File: src/rtl/floating_argmax_pkg.sv
// Shared definitions for the float arg-max stream stage.
// State codes are reused by the other stream stages.
package floating_argmax_pkg;

  localparam int FP32_W = 32;

  localparam logic [FP32_W-1:0] FP_POS_ZERO = 32'h00000000;
  localparam logic [FP32_W-1:0] FP_NEG_ZERO = 32'h80000000;

  localparam logic ACCUM = 1'b0;
  localparam logic DONE  = 1'b1;

  function automatic int idx_w(input int n);
    return (n > 1) ? $clog2(n) : 1;
  endfunction

endpackage

File: src/rtl/floating_argmax_compare.sv
// FloatingCompare: ge = (a >= b) on IEEE-754 single bit patterns.
// Sign-magnitude order, so +0 ranks above -0.
module floating_argmax_compare
  import floating_argmax_pkg::*;
(
  input  logic [FP32_W-1:0] a,
  input  logic [FP32_W-1:0] b,
  output logic              ge
);

  always_comb begin
    ge = 1'b0;
    case ({a[FP32_W-1], b[FP32_W-1]})
      2'b00:   ge = (a[FP32_W-2:0] >= b[FP32_W-2:0]);
      2'b01:   ge = 1'b1;
      2'b10:   ge = 1'b0;
      default: ge = (a[FP32_W-2:0] <= b[FP32_W-2:0]);
    endcase
  end

endmodule

File: src/rtl/floating_argmax.sv
// Streaming arg-max over N fp32 beats; result held in DONE
// until the consumer takes it.
module floating_argmax
  import floating_argmax_pkg::*;
#(
  parameter  int N     = 10,
  localparam int IDX_W = idx_w(N)
) (
  input  logic              clk,
  input  logic              rst,
  input  logic              in_valid,
  output logic              in_ready,
  input  logic [FP32_W-1:0] in_data,
  output logic              out_valid,
  input  logic              out_ready,
  output logic [IDX_W-1:0]  out_index,
  output logic [FP32_W-1:0] out_value
);

  localparam logic [IDX_W-1:0] LAST = IDX_W'(N - 1);

  logic              state;
  logic              state_nxt;
  logic [IDX_W-1:0]  count;
  logic [IDX_W-1:0]  cur_idx;
  logic [FP32_W-1:0] cur_max;
  logic              ge;
  logic              accept;
  logic              last;

  assign accept = in_valid && in_ready;
  assign last   = (count == LAST);

  floating_argmax_compare u_cmp (
    .a  (cur_max),
    .b  (in_data),
    .ge (ge)
  );

  always_ff @(posedge clk) begin
    if (rst) state <= ACCUM;
    else     state <= state_nxt;
  end

  always_comb begin
    state_nxt = state;
    case (state)
      ACCUM:   if (accept && last) state_nxt = DONE;
      default: if (out_ready)      state_nxt = ACCUM;
    endcase
  end

  always_comb begin
    in_ready  = (state == ACCUM);
    out_valid = (state == DONE);
  end

  // First beat loads unconditionally; later beats replace only on a strict win.
  always_ff @(posedge clk) begin
    if (rst) begin
      count   <= '0;
      cur_idx <= '0;
      cur_max <= '0;
    end else if (accept) begin
      count <= last ? '0 : count + 1'b1;
      if ((count == '0) || !ge) begin
        cur_max <= in_data;
        cur_idx <= count;
      end
    end
  end

  assign out_index = cur_idx;
  assign out_value = cur_max;

endmodule

File: config.mk
export PLATFORM = sky130hd
export DESIGN_NAME = floating_argmax
export DESIGN_NICKNAME = d
export VERILOG_FILES = /design/src/rtl/floating_argmax_pkg.sv /design/src/rtl/floating_argmax_compare.sv /design/src/rtl/floating_argmax.sv
export SDC_FILE = /design/constraint.sdc
export NUM_CORES = 1
export LEC_CHECK = 0
export BUFFER_PORTS_ARGS = -buffer_cell sky130_fd_sc_hd__buf_4
export CAP_MARGIN = 20
export CORE_ASPECT_RATIO = 1.4
export CORE_MARGIN = 2
export CORE_UTILIZATION = 38
export DETAILED_ROUTE_END_ITERATION = 16
export PLACE_DENSITY = 0.71
export SETUP_SLACK_MARGIN = 0.5
export SLEW_MARGIN = 10
export SYNTH_ARGS = -nofsm -noshare
export SYNTH_HDL_FRONTEND = slang
export SYNTH_SLANG_ARGS = --single-unit
File: constraint.sdc
create_clock -name clk -period 2.86 [get_ports clk]
set_input_delay 0.143 -clock clk [delete_from_list [all_inputs] [get_ports clk]]
set_output_delay 0.143 -clock clk [all_outputs]
set_load 0.01 [all_outputs]
==> flow_summary.json, run 1 <==
{
  "p_per_area_mw_per_mm2": 438,
  "grt_usage": 0.167,
  "crit_start": "out_value[30]",
  "dp_cells": 460,
  "dpl-instance-area_mm2": 0.00329,
  "tns_ns": 0,
  "skew_ns": 0.00490,
  "n_antenna_cell": 0,
  "netlist.area_leader.share": 0.305,
  "final_area_mm2": 0.00375,
  "yosysTopAreaCell": "dfxtp_1",
  "path_clk_slew_ns": 0.09,
  "fmax_mhz": 408,
  "clock_path_buffers": 2,
  "synth.most_common_cell": "nand2b_1",
  "grt_pass1_vias": 2284,
  "finalCritPeriodShare": 0.857,
  "period_needed_ns": 2.45,
  "crit_type": "reg -> reg",
  "synth_area_leaders": "dfxtp_1, nand2b_1, ha_1",
  "cp-start-kind": "flip-flop",
  "grt_first_pass_wirelength_mm": 10.3,
  "io_pins": 74,
  "ctsRootBufferMaster": "clkbuf_8",
  "max-vdd-ir-drop_mv": 0.263,
  "grt_start_max_net_pins": 78,
  "core-area_mm2": 0.00694,
  "num_rows": 36,
  "yosysWarnings": 0,
  "hpwl_mm": 4.40,
  "status": "finished, final reports clean",
  "syn_to_final_growth_pct": 39.0,
  "firstDrtPassIters": 4,
  "wirelength_mm": 6.56,
  "synth_cell_types": 36,
  "arrival_ns": 2.69,
  "final_cell_count_no_fill": 481,
  "ys_seq_area_frac": 0.305,
  "syn-mean-instance-area_um2": 8.92,
  "dieArea_mm2": 0.00779,
  "cts_tree": "built",
  "detail_route.wl_per_cell_um": 13.6,
  "final_hold_viol_count": 0,
  "finalSetupViolations": 0,
  "hold_buffers": 0,
  "synth_common_cells": "nand2b_1, dfxtp_1, mux2i_1",
  "cts_buffers": 5,
  "grt-ovfl-total": 0,
  "gp_congestion": 0.738,
  "cts_sinks": 41,
  "fin_util": 0.540,
  "post-route-drc-count": 0,
  "fill_cells": 650,
  "drv_slew": 0,
  "hold_path.class": "in -> reg",
  "maxCapViolCount": 0,
  "yosys_most_used_dff": "dfxtp_1",
  "avgViaCountPerCell": 4.86,
  "vias": 2338,
  "synthCells": 302,
  "whs_ns": 0.103,
  "hp-start": "in_data[26]",
  "die_h_um": 104,
  "initial_core_util": 0.389,
  "worstSetupEndpointType": "flip-flop",
  "clk_latency_ns": 0.30,
  "syn_nets": 369,
  "fin_nets": 452,
  "timing.rr.start": "out_value[30]",
  "io_buffer_count": 73,
  "worstPathRequired_ns": 3.09,
  "leakage_nw": 1.78,
  "htree_levels": 2,
  "final_antenna_net_count": 0,
  "drive_gt1_frac": 0.313,
  "die_w_um": 75.2,
  "synth_seq_cells": 41,
  "dr.first_iter.drc_count": 72,
  "max_slew_margin": 0.511,
  "synth_edf_count": 0,
  "crit_path_max_fanout": 6,
  "syn_area_mm2": 0.00270,
  "synthArstFlopShare": 0,
  "antenna_found_initial": 0,
  "rsz0062_at_grt": "yes",
  "tightest_slew_ns": 0.727
}
[area by class of cell]
class / count / area [um2] / area share
Clock buffer: 6 / 82.6 / 0.0220
Sequential cell: 41 / 835 / 0.223
Tap cell: 95 / 119 / 0.0317
Clock inverter: 2 / 37.5 / 0.0100
Inverter: 34 / 128 / 0.0341
Timing Repair Buffer: 88 / 747 / 0.199
Multi-Input combinational cell: 215 / 1800 / 0.480
[path summary, 6_finish.rpt]
kind | cells past startpoint | slack (ns) | end
max | 10 | 0.41 | out_value[6]
max reg2reg | 10 | 0.41 | out_value[6]
min | 3 | 0.10 | out_value[26]
min reg2reg | 2 | 0.48 | out_index[1]
[cell usage in the layout, fill, tap and decap left out, types with 2 or more instances in the layout]
cell,netlist,layout
mux2i_1,35,35
clkbuf_8,0,6
dfxtp_4,0,2
dfxtp_1,41,34
ha_4,0,7
nand4_1,4,4
inv_1,34,34
buf_12,3,2
nand2_1,10,10
nand2b_1,73,73
o21ai_0,7,6
nand3_1,5,5
a21oi_1,14,14
a221oi_2,0,2
buf_16,0,2
buf_4,0,82
nor2_1,10,10
nor2b_1,3,3
ha_1,31,24
dfxtp_2,0,5
[worst max-delay path, stage by stage, from the launching register on]
cell and delay (ns):
dfxtp_4 0.37, ha_4 0.28, nand4_4 0.13, nor4_4 0.30, and4_4 0.27, a21boi_4 0.18, a2bb2oi_2 0.16, o211a_4 0.21
buf_4 0.13, clkbuf_16 0.15, mux2i_1 0.18
[layer usage]
layer,track usage,wire length (um),vias up
met5,0,0,-
met4,0.0451,78,0
met3,0.0399,312,6
met2,0.300,3550,54
met1,0.191,2620,1105
li1,-,-,1173
[state kept, by name, summed over array words and instances, names as in the netlist]
signal	count
out_valid	1
out_value	32
out_index	4
count	4
[power breakdown]
group          leakage [nW]  total (mW)  internal [mW]  switching, mW
clock network        0.0574       0.508          0.284          0.224
registers             0.340       0.657          0.615         0.0419
logic                  1.38       0.475          0.263          0.213
total                  1.78        1.64           1.16          0.478
[kinds of logic after synthesis]
logic type	after synthesis	synth area share
mux	35	0.130
simple gates	114	0.249
xor+xnor	2	0.00650
fa+ha+maj	31	0.144
compound gates	33	0.0808
buf+inv	46	0.0850
flops	41	0.305
[metrics by stage]
| step | total power, mW | worst slack (ns) |
|---|---|---|
| floorplan | 0.907 | 0.576 |
| global placement | 1.04 | 0.343 |
| detailed placement | 1.05 | 0.277 |
| CTS | 1.61 | 0.376 |
| global route | 1.72 | 0.303 |
| finish | 1.64 | 0.410 |
[repair_timing]
action	in CTS	in global routing
gates resized for setup	14	16
pin swaps	3	7
setup buffers	5	5
setup endpoints to repair	36	36
gates cloned	2	1
Note: power is estimated with default switching activity, not from simulation.
==> run 2: changes to the inputs <==
Settings changed: ABC_AREA set to 1, CORE_UTILIZATION 38 to 52, PLACE_DENSITY 0.71 to 0.9.
==> run 2 against run 1 <==
Compared with the run above: count of clock-buffer cells in the layout is 1 lower; flip-flop and latch count stayed put; critical path type unchanged; global-route usage is 6.5 points higher; clock power is 5.7% lower; critical path depth is 6 higher; clock skew is 0.0013 ns higher; area after synthesis is 7.2% lower; critical endpoint is now out_value[1]; maximum frequency is 5.6% higher.
==> flow_summary.json, run 2 <==
{
  "synthCells": 354,
  "largest_reg_flops": 32,
  "crit_start": "out_value[6]",
  "final_hold_viol_count": 0,
  "synth_area_leaders": "dfxtp_1, ha_1, nand2_1",
  "tns_ns": 0,
  "detail_route.wl_per_cell_um": 14.4,
  "grt_first_pass_wirelength_mm": 10.2,
  "n_antenna_cell": 0,
  "max_slew_margin": 0.420,
  "rsz0062_at_grt": "no",
  "leakage_nw": 1.72,
  "synth_edf_count": 0,
  "place_ws_ns": 0.613,
  "netlist.area_leader.share": 0.328,
  "ff2ff_path_depth": 16,
  "syn_to_final_growth_pct": 31.0,
  "final_common_cell": "nand2_1",
  "dr.first_iter.drc_count": 209,
  "ys_seq_area_frac": 0.328,
  "initial_core_util": 0.547,
  "yosysWarnings": 0,
  "synthArstFlopShare": 0,
  "yosys_most_used_dff": "dfxtp_1",
  "htree_levels": 2,
  "hp-start": "out_ready",
  "path_cells": "ha_1, nand2_1, inv_1, a21oi_1, nand2_1, nand2_1, nand2_1, nand2_1, nand2_1, nand2_1, nand2_2, nand2_8, nand2_8, nand2_8, nand2_1, a21oi_1",
  "clk_latency_ns": 0.30,
  "firstDrtPassIters": 5,
  "fin_nets": 498,
  "cp-start-kind": "flip-flop",
  "whs_ns": 0.104,
  "syn-mean-instance-area_um2": 7.07,
  "ctsRootBufferMaster": "clkbuf_8",
  "post-route-drc-count": 0,
  "p_per_area_mw_per_mm2": 461,
  "rrSetupSlack_ns": 0.54,
  "grt_usage": 0.232,
  "finalCritPeriodShare": 0.811,
  "period_needed_ns": 2.32,
  "synth_cell_types": 21,
  "power.total_mw": 1.51,
  "tightest_slew_ns": 0.869,
  "timing.rr.start": "out_value[6]",
  "io_buffer_count": 73,
  "min_path_cells": 3,
  "grt_start_max_net_pins": 40,
  "crit_slowest_cell": "dfxtp_1",
  "r2r_end": "out_value[1]",
  "final_antenna_net_count": 0,
  "arrival_ns": 2.54,
  "die_w_um": 62.6,
  "worstSetupEndpointType": "flip-flop",
  "drv_slew": 0,
  "hpwl_mm": 4.42,
  "die_h_um": 86.1,
  "maxCapViolCount": 0,
  "cts_buffers": 5,
  "cts_sinks": 41,
  "grt-ovfl-total": 0,
  "yosysTopAreaCell": "dfxtp_1",
  "clock_path_buffers": 2,
  "worstPathRequired_ns": 3.08,
  "core-area_mm2": 0.00457,
  "wirelength_mm": 7.11,
  "dieArea_mm2": 0.00539,
  "skew_ns": 0.00617,
  "synth_seq_cells": 41,
  "avgViaCountPerCell": 5.46,
  "crit_type": "reg -> reg",
  "hold_path.class": "in -> reg",
  "cp_slowest_stage_delay_ns": 0.33,
  "io_pins": 74,
  "path_clk_slew_ns": 0.08,
  "crit_path_max_fanout": 18,
  "finalSetupViolations": 0,
  "vias": 2696,
  "cp-endpoint": "out_value[1]",
  "fmax_mhz": 431,
  "fin_util": 0.717,
  "final_cell_mix": "nand2_1, buf_4, inv_1, a21oi_1, nand3_1",
  "synth_common_cells": "nand2_1, inv_1, a21oi_1",
  "antenna_found_initial": 0,
  "cts_tree": "built",
  "grt_pass1_vias": 2478,
  "fin_ws_ns": 0.540,
  "syn_nets": 421,
  "cpMostUsedCell": "nand2_1",
  "syn_area_mm2": 0.00250,
  "gp_congestion": 0.823,
  "synth.most_common_cell": "nand2_1",
  "drive_gt1_frac": 0.229,
  "num_rows": 29,
  "max-vdd-ir-drop_mv": 0.399,
  "status": "finished, final reports clean"
}
## run 2: report_power, final
group | internal [mW] | switching [mW]
Combinational | 0.167 | 0.231
Sequential | 0.605 | 0.0302
Clock | 0.261 | 0.218
Total | 1.03 | 0.479
## run 2: area by class of cell
cell class                 instances  area (um2)
fill                             359        1290
clock buffer                       5        68.8
tap                               62        77.6
multi-input combinational        248        1460
inverter                          57         214
sequential                        41         821
clock inverter                     3        46.3
timing repair buffer              78         586
## run 2: how the worst min path moves through the flow
stage / slack (ns) / end
6_report: 0.10 / out_valid
5_1_grt: 0.11 / out_valid
4_1_cts: 0.10 / out_valid
3_5_place_dp: 0.42 / out_valid
3_3_place_gp: 0.41 / out_valid
2_1_floorplan: 0.31 / out_value[0]
## run 2: routing by layer
metal	vias to the layer above	part of all wire	GRT usage
met5	-	0	0
met4	0	0.048	0.129
met3	42	0.087	0.0512
met2	161	0.51	0.438
met1	1196	0.35	0.234
li1	1297	-	-
## run 2: kinds of logic after synthesis
family / share of synthesized area
simple gates: 0.286
compound gates: 0.108
fa+ha+maj: 0.155
flops: 0.328
buf+inv: 0.123
## run 2: critical path, delay by kind of cell, from the launching register on
kind            cells  cell delay (ns)
flops               1             0.33
simple gates       12             1.19
buf+inv             1             0.04
fa+ha+maj           1             0.29
compound gates      2             0.38
## run 2: stage by stage
step | cells | cell area, um2
finish | 494 | 3280
global route | 494 | 3280
CTS | 484 | 3150
detailed placement | 476 | 3030
global placement | 476 | 3030
floorplan | 354 | 2500
## run 2: repair_timing
action,4_1_cts,5_1_grt
gates resized for setup,0,4
endpoints found under the setup margin,0,36
hold buffers,0,0
buffers inserted,0,5
